===== src/rtl/bf_pkg.sv =====
// Shared types and constants for the bellmanford drain path.
// Distance encoding, address widths and the streamer state enum.
package bf_pkg;

  localparam int NODE_ADDR_W = 13;
  localparam int DIST_W      = 16;

  localparam logic [DIST_W-1:0] INF_DIST = 16'hFFFF;

  typedef enum logic [1:0] {
    S_IDLE,
    S_STREAM,
    S_NEG,
    S_DONE
  } streamer_state_t;

endpackage


===== src/rtl/result_streamer_if.sv =====
// Valid/ready stream carrying distance words out of result_streamer.
// master drives data and flags, slave drives OutReady.
interface result_streamer_if #(
  parameter int DATA_W = 16
);

  logic [DATA_W-1:0] OutData;
  logic              OutValid;
  logic              OutReady;
  logic              OutUnreach;
  logic              OutLast;

  modport master (
    output OutData,
    output OutValid,
    output OutUnreach,
    output OutLast,
    input  OutReady
  );

  modport slave (
    input  OutData,
    input  OutValid,
    input  OutUnreach,
    input  OutLast,
    output OutReady
  );

endinterface


===== src/rtl/result_streamer_stats.sv =====
// Reach counter and running max over streamed distance words.
// Only instantiated when RESULT_STREAMER_STATS_EN is defined.
module stream_stats
  import bf_pkg::*;
#(
  parameter int ADDR_W = NODE_ADDR_W,
  parameter int DATA_W = DIST_W
) (
  input  logic              clock,
  input  logic              reset,
  input  logic              clr,
  input  logic              load,
  input  logic [DATA_W-1:0] word,
  output logic [ADDR_W:0]   reach_count,
  output logic [DATA_W-1:0] max_dist
);

  localparam logic [DATA_W-1:0] INF = DATA_W'(INF_DIST);

  logic reach;
  assign reach = (word != INF);

  // count reachable words and track the largest one as they load
  always_ff @(posedge clock) begin
    if (reset || clr) begin
      reach_count <= '0;
      max_dist    <= '0;
    end else if (load && reach) begin
      reach_count <= reach_count + 1'b1;
      if (word > max_dist)
        max_dist <= word;
    end
  end

endmodule


===== src/rtl/result_streamer.sv =====
// Drains bellmanford Output Memory onto a valid/ready stream.
// Optional stats (ReachCount/MaxDist) under RESULT_STREAMER_STATS_EN.
module result_streamer
  import bf_pkg::*;
#(
  parameter int NUM_NODES = 8192,
  parameter int ADDR_W    = NODE_ADDR_W,
  parameter int DATA_W    = DIST_W
) (
  input  logic              clock,
  input  logic              reset,
  input  logic              Finish,
  input  logic              NegCycle,
  output logic [ADDR_W-1:0] OMAR,
  input  logic [DATA_W-1:0] OMDR,
  result_streamer_if.master strm,
  output logic              NegFlag,
  output logic              Done,
  output logic [ADDR_W:0]   ReachCount,
  output logic [DATA_W-1:0] MaxDist
);

  localparam logic [ADDR_W-1:0] LAST = ADDR_W'(NUM_NODES - 1);
  localparam logic [DATA_W-1:0] INF  = DATA_W'(INF_DIST);

  streamer_state_t state_q, state_d;
  logic [ADDR_W-1:0] addr_q;
  logic load, clr, hs;

  assign hs      = strm.OutValid && strm.OutReady;
  assign OMAR    = addr_q;
  assign NegFlag = (state_q == S_NEG);
  assign Done    = (state_q == S_NEG) || (state_q == S_DONE);

  // next state plus load/clear strobes for the datapath
  always_comb begin
    state_d = state_q;
    load    = 1'b0;
    clr     = 1'b0;
    unique case (state_q)
      S_IDLE: begin
        if (NegCycle)
          state_d = S_NEG;
        else if (Finish) begin
          state_d = S_STREAM;
          clr     = 1'b1;
        end
      end
      S_STREAM: begin
        if (NegCycle) begin
          if (!strm.OutValid || strm.OutReady)
            state_d = S_NEG;
        end else begin
          load = !strm.OutValid ||
                 (strm.OutReady && !strm.OutLast);
          if (hs && strm.OutLast)
            state_d = S_DONE;
        end
      end
      S_NEG: begin
        if (!NegCycle && !Finish)
          state_d = S_IDLE;
      end
      S_DONE: begin
        if (!Finish)
          state_d = S_IDLE;
      end
      default: state_d = S_IDLE;
    endcase
  end

  // state register
  always_ff @(posedge clock) begin
    if (reset)
      state_q <= S_IDLE;
    else
      state_q <= state_d;
  end

  // address counter and output register; counter parks on the last index
  always_ff @(posedge clock) begin
    if (reset) begin
      addr_q          <= '0;
      strm.OutData    <= '0;
      strm.OutValid   <= 1'b0;
      strm.OutUnreach <= 1'b0;
      strm.OutLast    <= 1'b0;
    end else begin
      if (clr)
        addr_q <= '0;
      else if (load && addr_q != LAST)
        addr_q <= addr_q + 1'b1;
      if (load) begin
        strm.OutData    <= OMDR;
        strm.OutValid   <= 1'b1;
        strm.OutUnreach <= (OMDR == INF);
        strm.OutLast    <= (addr_q == LAST);
      end else if (hs) begin
        strm.OutValid <= 1'b0;
      end
    end
  end

`ifdef RESULT_STREAMER_STATS_EN
  stream_stats #(
    .ADDR_W (ADDR_W),
    .DATA_W (DATA_W)
  ) u_stats (
    .clock       (clock),
    .reset       (reset),
    .clr         (clr),
    .load        (load),
    .word        (OMDR),
    .reach_count (ReachCount),
    .max_dist    (MaxDist)
  );
`else
  assign ReachCount = '0;
  assign MaxDist    = '0;
`endif

endmodule


===== src/flat_wrapper.sv =====
// flat-port wrapper written by rule: the top's interface ports become plain ports
module result_streamer_flat import bf_pkg::*;
#(
  parameter int NUM_NODES = 8192,
  parameter int ADDR_W    = NODE_ADDR_W,
  parameter int DATA_W    = DIST_W
)
  (clock, reset, Finish, NegCycle, OMAR, OMDR, NegFlag, Done, ReachCount, MaxDist, strm_OutData, strm_OutValid, strm_OutUnreach, strm_OutLast, strm_OutReady);
  result_streamer_if #(.DATA_W(DATA_W)) strm_i ();
  input  logic clock;
  input  logic reset;
  input  logic Finish;
  input  logic NegCycle;
  output logic [ADDR_W-1:0] OMAR;
  input  logic [DATA_W-1:0] OMDR;
  output logic NegFlag;
  output logic Done;
  output logic [ADDR_W:0] ReachCount;
  output logic [DATA_W-1:0] MaxDist;
  output wire logic [$bits(strm_i.OutData)-1:0] strm_OutData;
  output wire logic [$bits(strm_i.OutValid)-1:0] strm_OutValid;
  output wire logic [$bits(strm_i.OutUnreach)-1:0] strm_OutUnreach;
  output wire logic [$bits(strm_i.OutLast)-1:0] strm_OutLast;
  input wire logic [$bits(strm_i.OutReady)-1:0] strm_OutReady;
  assign strm_OutData = strm_i.OutData;
  assign strm_OutValid = strm_i.OutValid;
  assign strm_OutUnreach = strm_i.OutUnreach;
  assign strm_OutLast = strm_i.OutLast;
  assign strm_i.OutReady = strm_OutReady;
  result_streamer #(.NUM_NODES(NUM_NODES), .ADDR_W(ADDR_W), .DATA_W(DATA_W)) u_core (.clock(clock), .reset(reset), .Finish(Finish), .NegCycle(NegCycle), .OMAR(OMAR), .OMDR(OMDR), .strm(strm_i), .NegFlag(NegFlag), .Done(Done), .ReachCount(ReachCount), .MaxDist(MaxDist));
endmodule

===== config.mk =====
export PLATFORM = sky130hd
export DESIGN_NAME = result_streamer_flat
export DESIGN_NICKNAME = d
export VERILOG_FILES = /design/src/rtl/bf_pkg.sv /design/src/rtl/result_streamer_if.sv /design/src/rtl/result_streamer_stats.sv /design/src/rtl/result_streamer.sv /design/src/flat_wrapper.sv
export SDC_FILE = /design/constraint.sdc
export NUM_CORES = 1
export LEC_CHECK = 0
export BUFFER_PORTS_ARGS = -buffer_cell sky130_fd_sc_hd__buf_4
export CORE_MARGIN = 5
export CORE_UTILIZATION = 45
export DETAILED_ROUTE_END_ITERATION = 16
export GPL_TIMING_DRIVEN = 0
export HOLD_SLACK_MARGIN = 0.12
export PLACE_DENSITY = 0.79
export SKIP_CTS_REPAIR_TIMING = 1
export SLEW_MARGIN = 20
export SYNTH_ARGS = -nofsm -noshare
export SYNTH_HDL_FRONTEND = slang
export SYNTH_SLANG_ARGS = --single-unit

===== constraint.sdc =====
create_clock -name clock -period 4.2 [get_ports clock]
set_input_delay 0.42 -clock clock [delete_from_list [all_inputs] [get_ports clock]]
set_output_delay 0.42 -clock clock [all_outputs]
set_load 0.01 [all_outputs]

After elaboration in Yosys (flattened, before gate mapping):

Index checks and enable logic that the tools add are counted.

* add/sub/neg operators: 1
* equality and inequality tests: 11
* muxes and demuxes: 15
* reductions and logical operators: 16

Operators by type and width (count)
* 16-bit equality test (second input constant): 1
* 2-bit two-way mux: 7
* 13-bit by 1-bit adder with 13-bit output (second input constant): 1
* 13-bit equality test (second input constant): 1
* 13-bit != test (second input constant): 1
* 2-bit case mux with 4 select lines: 1
* 1-bit two-way mux: 7
* 3-bit by 2-bit != test with 1-bit output (second input constant): 2
* 1-bit logical AND: 5
* 5-bit AND reduction: 1
* 2-bit equality test (second input constant): 2
* 1-bit zero test: 4
* 1-bit logical OR: 3
* 3-bit != test (second input constant): 1
* 2-bit by 1-bit equality test with 1-bit output (second input constant): 1
* 2-bit zero test: 1
* 2-bit by 1-bit != test with 1-bit output (second input constant): 1
* 2-bit != test (second input constant): 1
* 2-bit nonzero test: 1
* 2-bit OR reduction: 1

* register bits after elaboration: 34
* input bits: 21
* output and inout port bits: 64
* logic and storage cells: 49

Depth between registers and ports, before layout:

* depth after elaboration: 6
* mapped depth: 6
* mapped depth without buffers: 5

Worst setup path after synthesis:

Ideal clock, no wire load.

* kind: register to register
* start: register u_core.addr_q[6], in the netlist u_core.OMAR[6]
* end: register u_core.addr_q[11], in the netlist u_core.OMAR[11]
* library setup time: 135 ps
* arrival: 1422 ps
* data required time: 4065 ps
* slack: 2643 ps
* cell stages (with the launch flop): 5
* path buffers: 0
* period minus slack after synthesis: 1557 ps
* cell sequence: dfxtp_1 -> nand4_1 -> or2_2 -> o311ai_0 -> o41ai_1

* longest elaborated chain between the ends: 2
* elaborated cells between the ends (all ways): 3
* those cells by class: 1 x add/sub; 1 x eq/ne; 1 x reduce/logical

Ends and longest elaborated chain
* start, declared: line result_streamer.sv:27 `logic [ADDR_W-1:0] addr_q;`
* start signal, assigned: line result_streamer.sv:92 `addr_q <= addr_q + 1'b1;`
* parallel branches: the longest is 2 deep, another holds 13-bit by 1-bit adder with 13-bit output

Several ways; the timed one is not identified.
A chain may end at the register's enable or synchronous reset.

Worst setup path after layout:

* start: register u_core.state_q[0]
* end: register u_core.addr_q[8], in the netlist u_core.OMAR[8]

* longest elaborated chain between the ends: 3
* elaborated cells between the ends (all ways): 6
* those cells by class: 1 x eq/ne; 2 x mux; 3 x reduce/logical

Ends and longest elaborated chain
* start, declared: line result_streamer.sv:26 `streamer_state_t state_q, state_d;`
* start signal, assigned: line result_streamer.sv:77 `state_q <= state_d;`
* 2-bit by 1-bit equality test with 1-bit output / 2-bit zero test (equally long branches): line result_streamer.sv:40 `unique case (state_q)`
* 1-bit two-way mux: line result_streamer.sv:40
* 1-bit logical AND / 2-bit OR reduction (equally long branches)

Parallel ways exist; a longest one is shown, timed or not.

==> summary by stage <==
Cells and area
Compared with the post-synthesis result, the final layout area differs by 38.05%. The count of antenna diodes in the layout is 0. After filler insertion, the fill cell instance count of the layout stands at 357. At the end of the flow, the number of nets in the layout was about 320.

The final design area excluding fillers is around 2400 µm². The fraction of layout instances using a drive strength above 1 is 0.3311.

Critical path
For the worst setup path, the data required time is 4420 ps. The largest fanout of any net on the critical path is 7. The critical path is of the flip-flop to flip-flop type. The category of the worst setup path launch point is a flip-flop. STA puts the critical path data arrival time at 1970 ps. The sort of element at the end of the critical path is a flip-flop.

Clocking
The clock insertion delay at the later pin of the skew report is 290 ps. After clock tree synthesis, the clock-pin slew on the worst setup and hold paths is 70 ps. The largest buffer count on any clock path is 2. TritonCTS built the clock tree. In this run the clock root is driven by a sky130_fd_sc_hd__clkbuf_8. For this design, the sink count on the clock tree is 34. The H-tree depth is 2. The number of clock buffers added by TritonCTS is 5.

Synth
The synthesis-stage register bit count is 34. In the synthesized netlist the dominant register cell turns out to be sky130_fd_sc_hd__dfxtp_1. In the post-synthesis netlist, the biggest area contributors are sky130_fd_sc_hd__dfxtp_1, sky130_fd_sc_hd__buf_4, sky130_fd_sc_hd__nand2_1, sky130_fd_sc_hd__a21oi_1, sky130_fd_sc_hd__o31ai_1.

The most common cell in the synthesized netlist is sky130_fd_sc_hd__nand2_1. The number of enable-type register cells in the synthesized netlist is 0. Synthesis instantiated 38 different standard cells from the library. The largest total area in the synthesized netlist belongs to sky130_fd_sc_hd__dfxtp_1.

Of the synthesized area, sequential elements account for 0.3965. The proportion of netlist area held by the largest area contributor is 0.3965. Yosys printed 0 warnings.

The average instance in the mapped netlist occupies roughly 8 µm². The post-synth design cell area is about 1700 µm². The count of mapped cells out of synthesis is 212. Of all flip-flops after synthesis, the portion carrying an async set or reset was 0.

After synthesis, the most frequently instantiated cells are sky130_fd_sc_hd__nand2_1, sky130_fd_sc_hd__dfxtp_1, sky130_fd_sc_hd__a21oi_1, sky130_fd_sc_hd__buf_4, sky130_fd_sc_hd__nand4_1.

Status
The run finished with clean final reports.

Placement
After detailed placement, the total cell area comes to about 2300 µm². Routability-driven placement finished with a final weighted congestion of between 0.7 and 0.8. The placed wire-length estimate after detailed placement is 3189 µm. The count of buffers added on input and output ports is 54.

Routing
The initial DRC count is 75. The detail route stage leaves a number of antenna-violating nets equal to 0. The routed wire length per instance is 11.50 µm. After detailed routing, the total wire length is 4025 µm. The post-route DRC violation count is 0. Dividing the detail-routed via count by the number of cells gives 4.774. The number of vias after detailed routing is 1,671. The first TritonRoute pass finished after 4 iterations.

GRT
The total congestion overflow is 0. The initial antenna violation count came to 0. In the global route stage, overall resource usage came out at 0.1549. The via count of the first global-routing pass is between 1,000 and 1,500.

The pin count of the biggest net entering global routing is 11. The first global-routing pass estimated 6341 µm of wire.

Power and ir drop
The worst IR drop on VDD is 0.0002158 V. The cell area power density is 284.0 nW/µm². For this design the static power due to leakage is 1.024 nW.

Summing internal, switching and leakage power gives 0.6731 mW.

Floorplanning
85 I/O pins were placed. The die covers 5150 µm². After floorplanning, the core was sized to cover ~3700 µm².

For this configuration, the core starts out at a cell density of 0.4654. The die span in x is approximately 70 µm. Measured along the y axis, the die boundary spans 71.77 µm. The number of placement rows is 22.

Job
The number of max-cap violations is 0.

Timing
Dividing the final minimum period by the clock period gives 0.4178. The time the final worst path needs with I/O delays and setup is between 1500 and 2000 ps. The number of hold violations in the final report is 0. The transition time at the pin with the least slew margin is between 500 and 600 ps. The worst slew slack as a fraction of its limit is 0.6123. The number of setup violations in the final report is 0. The worst-case clock skew is 6.188 ps. Setup repair after global routing left no endpoint under its margin. The highest clock rate is about 0.57 GHz. The final sum of negative setup slack is 0 ps. The number of pins with negative max-slew slack in the final report is 0.

Hold path
The path class of the tightest hold or removal check is primary input to flip-flop.
-- per-stage QoR --
step / utilization / instances / setup WS [ps] / hold slack [ps]
after floorplan: - / 241 / 2643 / 480.5
after global placement: 0.6211 / 343 / 2378 / 441.6
after detailed placement: 0.6211 / 343 / 2362 / 446.6
after CTS: 0.6425 / 350 / 2439 / 331.9
after global routing: 0.6425 / 350 / 2206 / 350.5
final: 0.6425 / 350 / 2445 / 334.3
-- per-layer routing --
metal / vias to the layer above / share of wire / global-route usage
li1: 867 / - / -
met1: 731 / 0.40 / 0.1735
met2: 65 / 0.44 / 0.2429
met3: 8 / 0.14 / 0.09116
met4: 0 / 0.017 / 0.05637
met5: - / 0 / 0
-- critical path: stages, from the launching register on --
cell and delay [ps]:
sky130_fd_sc_hd__dfxtp_1 430, sky130_fd_sc_hd__nor3b_4 340, sky130_fd_sc_hd__o2111ai_1 310, sky130_fd_sc_hd__or4_1 470
sky130_fd_sc_hd__a21oi_1 140
-- final cells by class --
| type | count | area [µm²] | area share |
|---|---|---|---|
| multi-input cells | 163 | 864.6 | 0.3648 |
| clock buffers | 5 | 68.82 | 0.02904 |
| well taps | 48 | 60.06 | 0.02534 |
| plain buffers | 38 | 257.7 | 0.1088 |
| repair buffers | 54 | 405.4 | 0.1711 |
| flip-flops and latches | 34 | 680.7 | 0.2872 |
| inverters | 6 | 22.52 | 0.009504 |
| clock inverters | 2 | 10.01 | 0.004224 |
-- cell families after synthesis --
group,synth area share
AND/OR/NAND/NOR,0.2478
AO/OA/AOI/OAI,0.1771
buffers and inverters,0.1633
flip-flops,0.3965
multiplexers,0.005831
adder cells (fa/ha/maj),0.007287
other,0.002184
-- state kept, by name, indices dropped and copies added (netlist names) --
| signal | flops |
|---|---|
| u_core.strm.OutUnreach | 1 |
| u_core.OMAR | 13 |
| u_core.strm.OutData | 16 |
| u_core.state_q | 2 |
| u_core.strm.OutLast | 1 |
| u_core.strm.OutValid | 1 |
-- power by group --
part | leakage (nW) | switching, mW | internal (mW)
registers | 0.275 | 0.00769 | 0.331
clock network | 0.0438 | 0.117 | 0.111
logic | 0.705 | 0.0524 | 0.0538
total | 1.02 | 0.177 | 0.496
-- cells in the final DEF (no fill, tap or decap), drive strengths merged, types with 2 or more instances in the layout --
cell / netlist / final
a21oi: 30 / 30
buf: 32 / 86
clkbuf: 6 / 11
clkinv: 0 / 2
conb: 1 / 30
dfxtp: 34 / 34
inv: 6 / 6
nand2: 41 / 41
nand3: 3 / 3
nand4: 7 / 7
nor2: 3 / 3
nor3: 6 / 6
nor4: 3 / 3
nor4b: 2 / 2
o2111ai: 2 / 2
o21a: 2 / 2
o21ai: 3 / 3
o31ai: 6 / 6
or2: 2 / 2
or3: 5 / 5
or4: 4 / 4
-- path summary, 6_finish.rpt --
path,start,to,slack (ps),depth (start not counted)
max reg2reg,u_core.state_q[0],u_core.OMAR[8],2450,4
min reg2reg,u_core.strm.OutData[13],u_core.strm.OutData[13],450,2
min,reset,u_core.strm.OutLast,330,2
max,u_core.state_q[0],u_core.OMAR[8],2450,4
(Power assumes the default switching activity.)
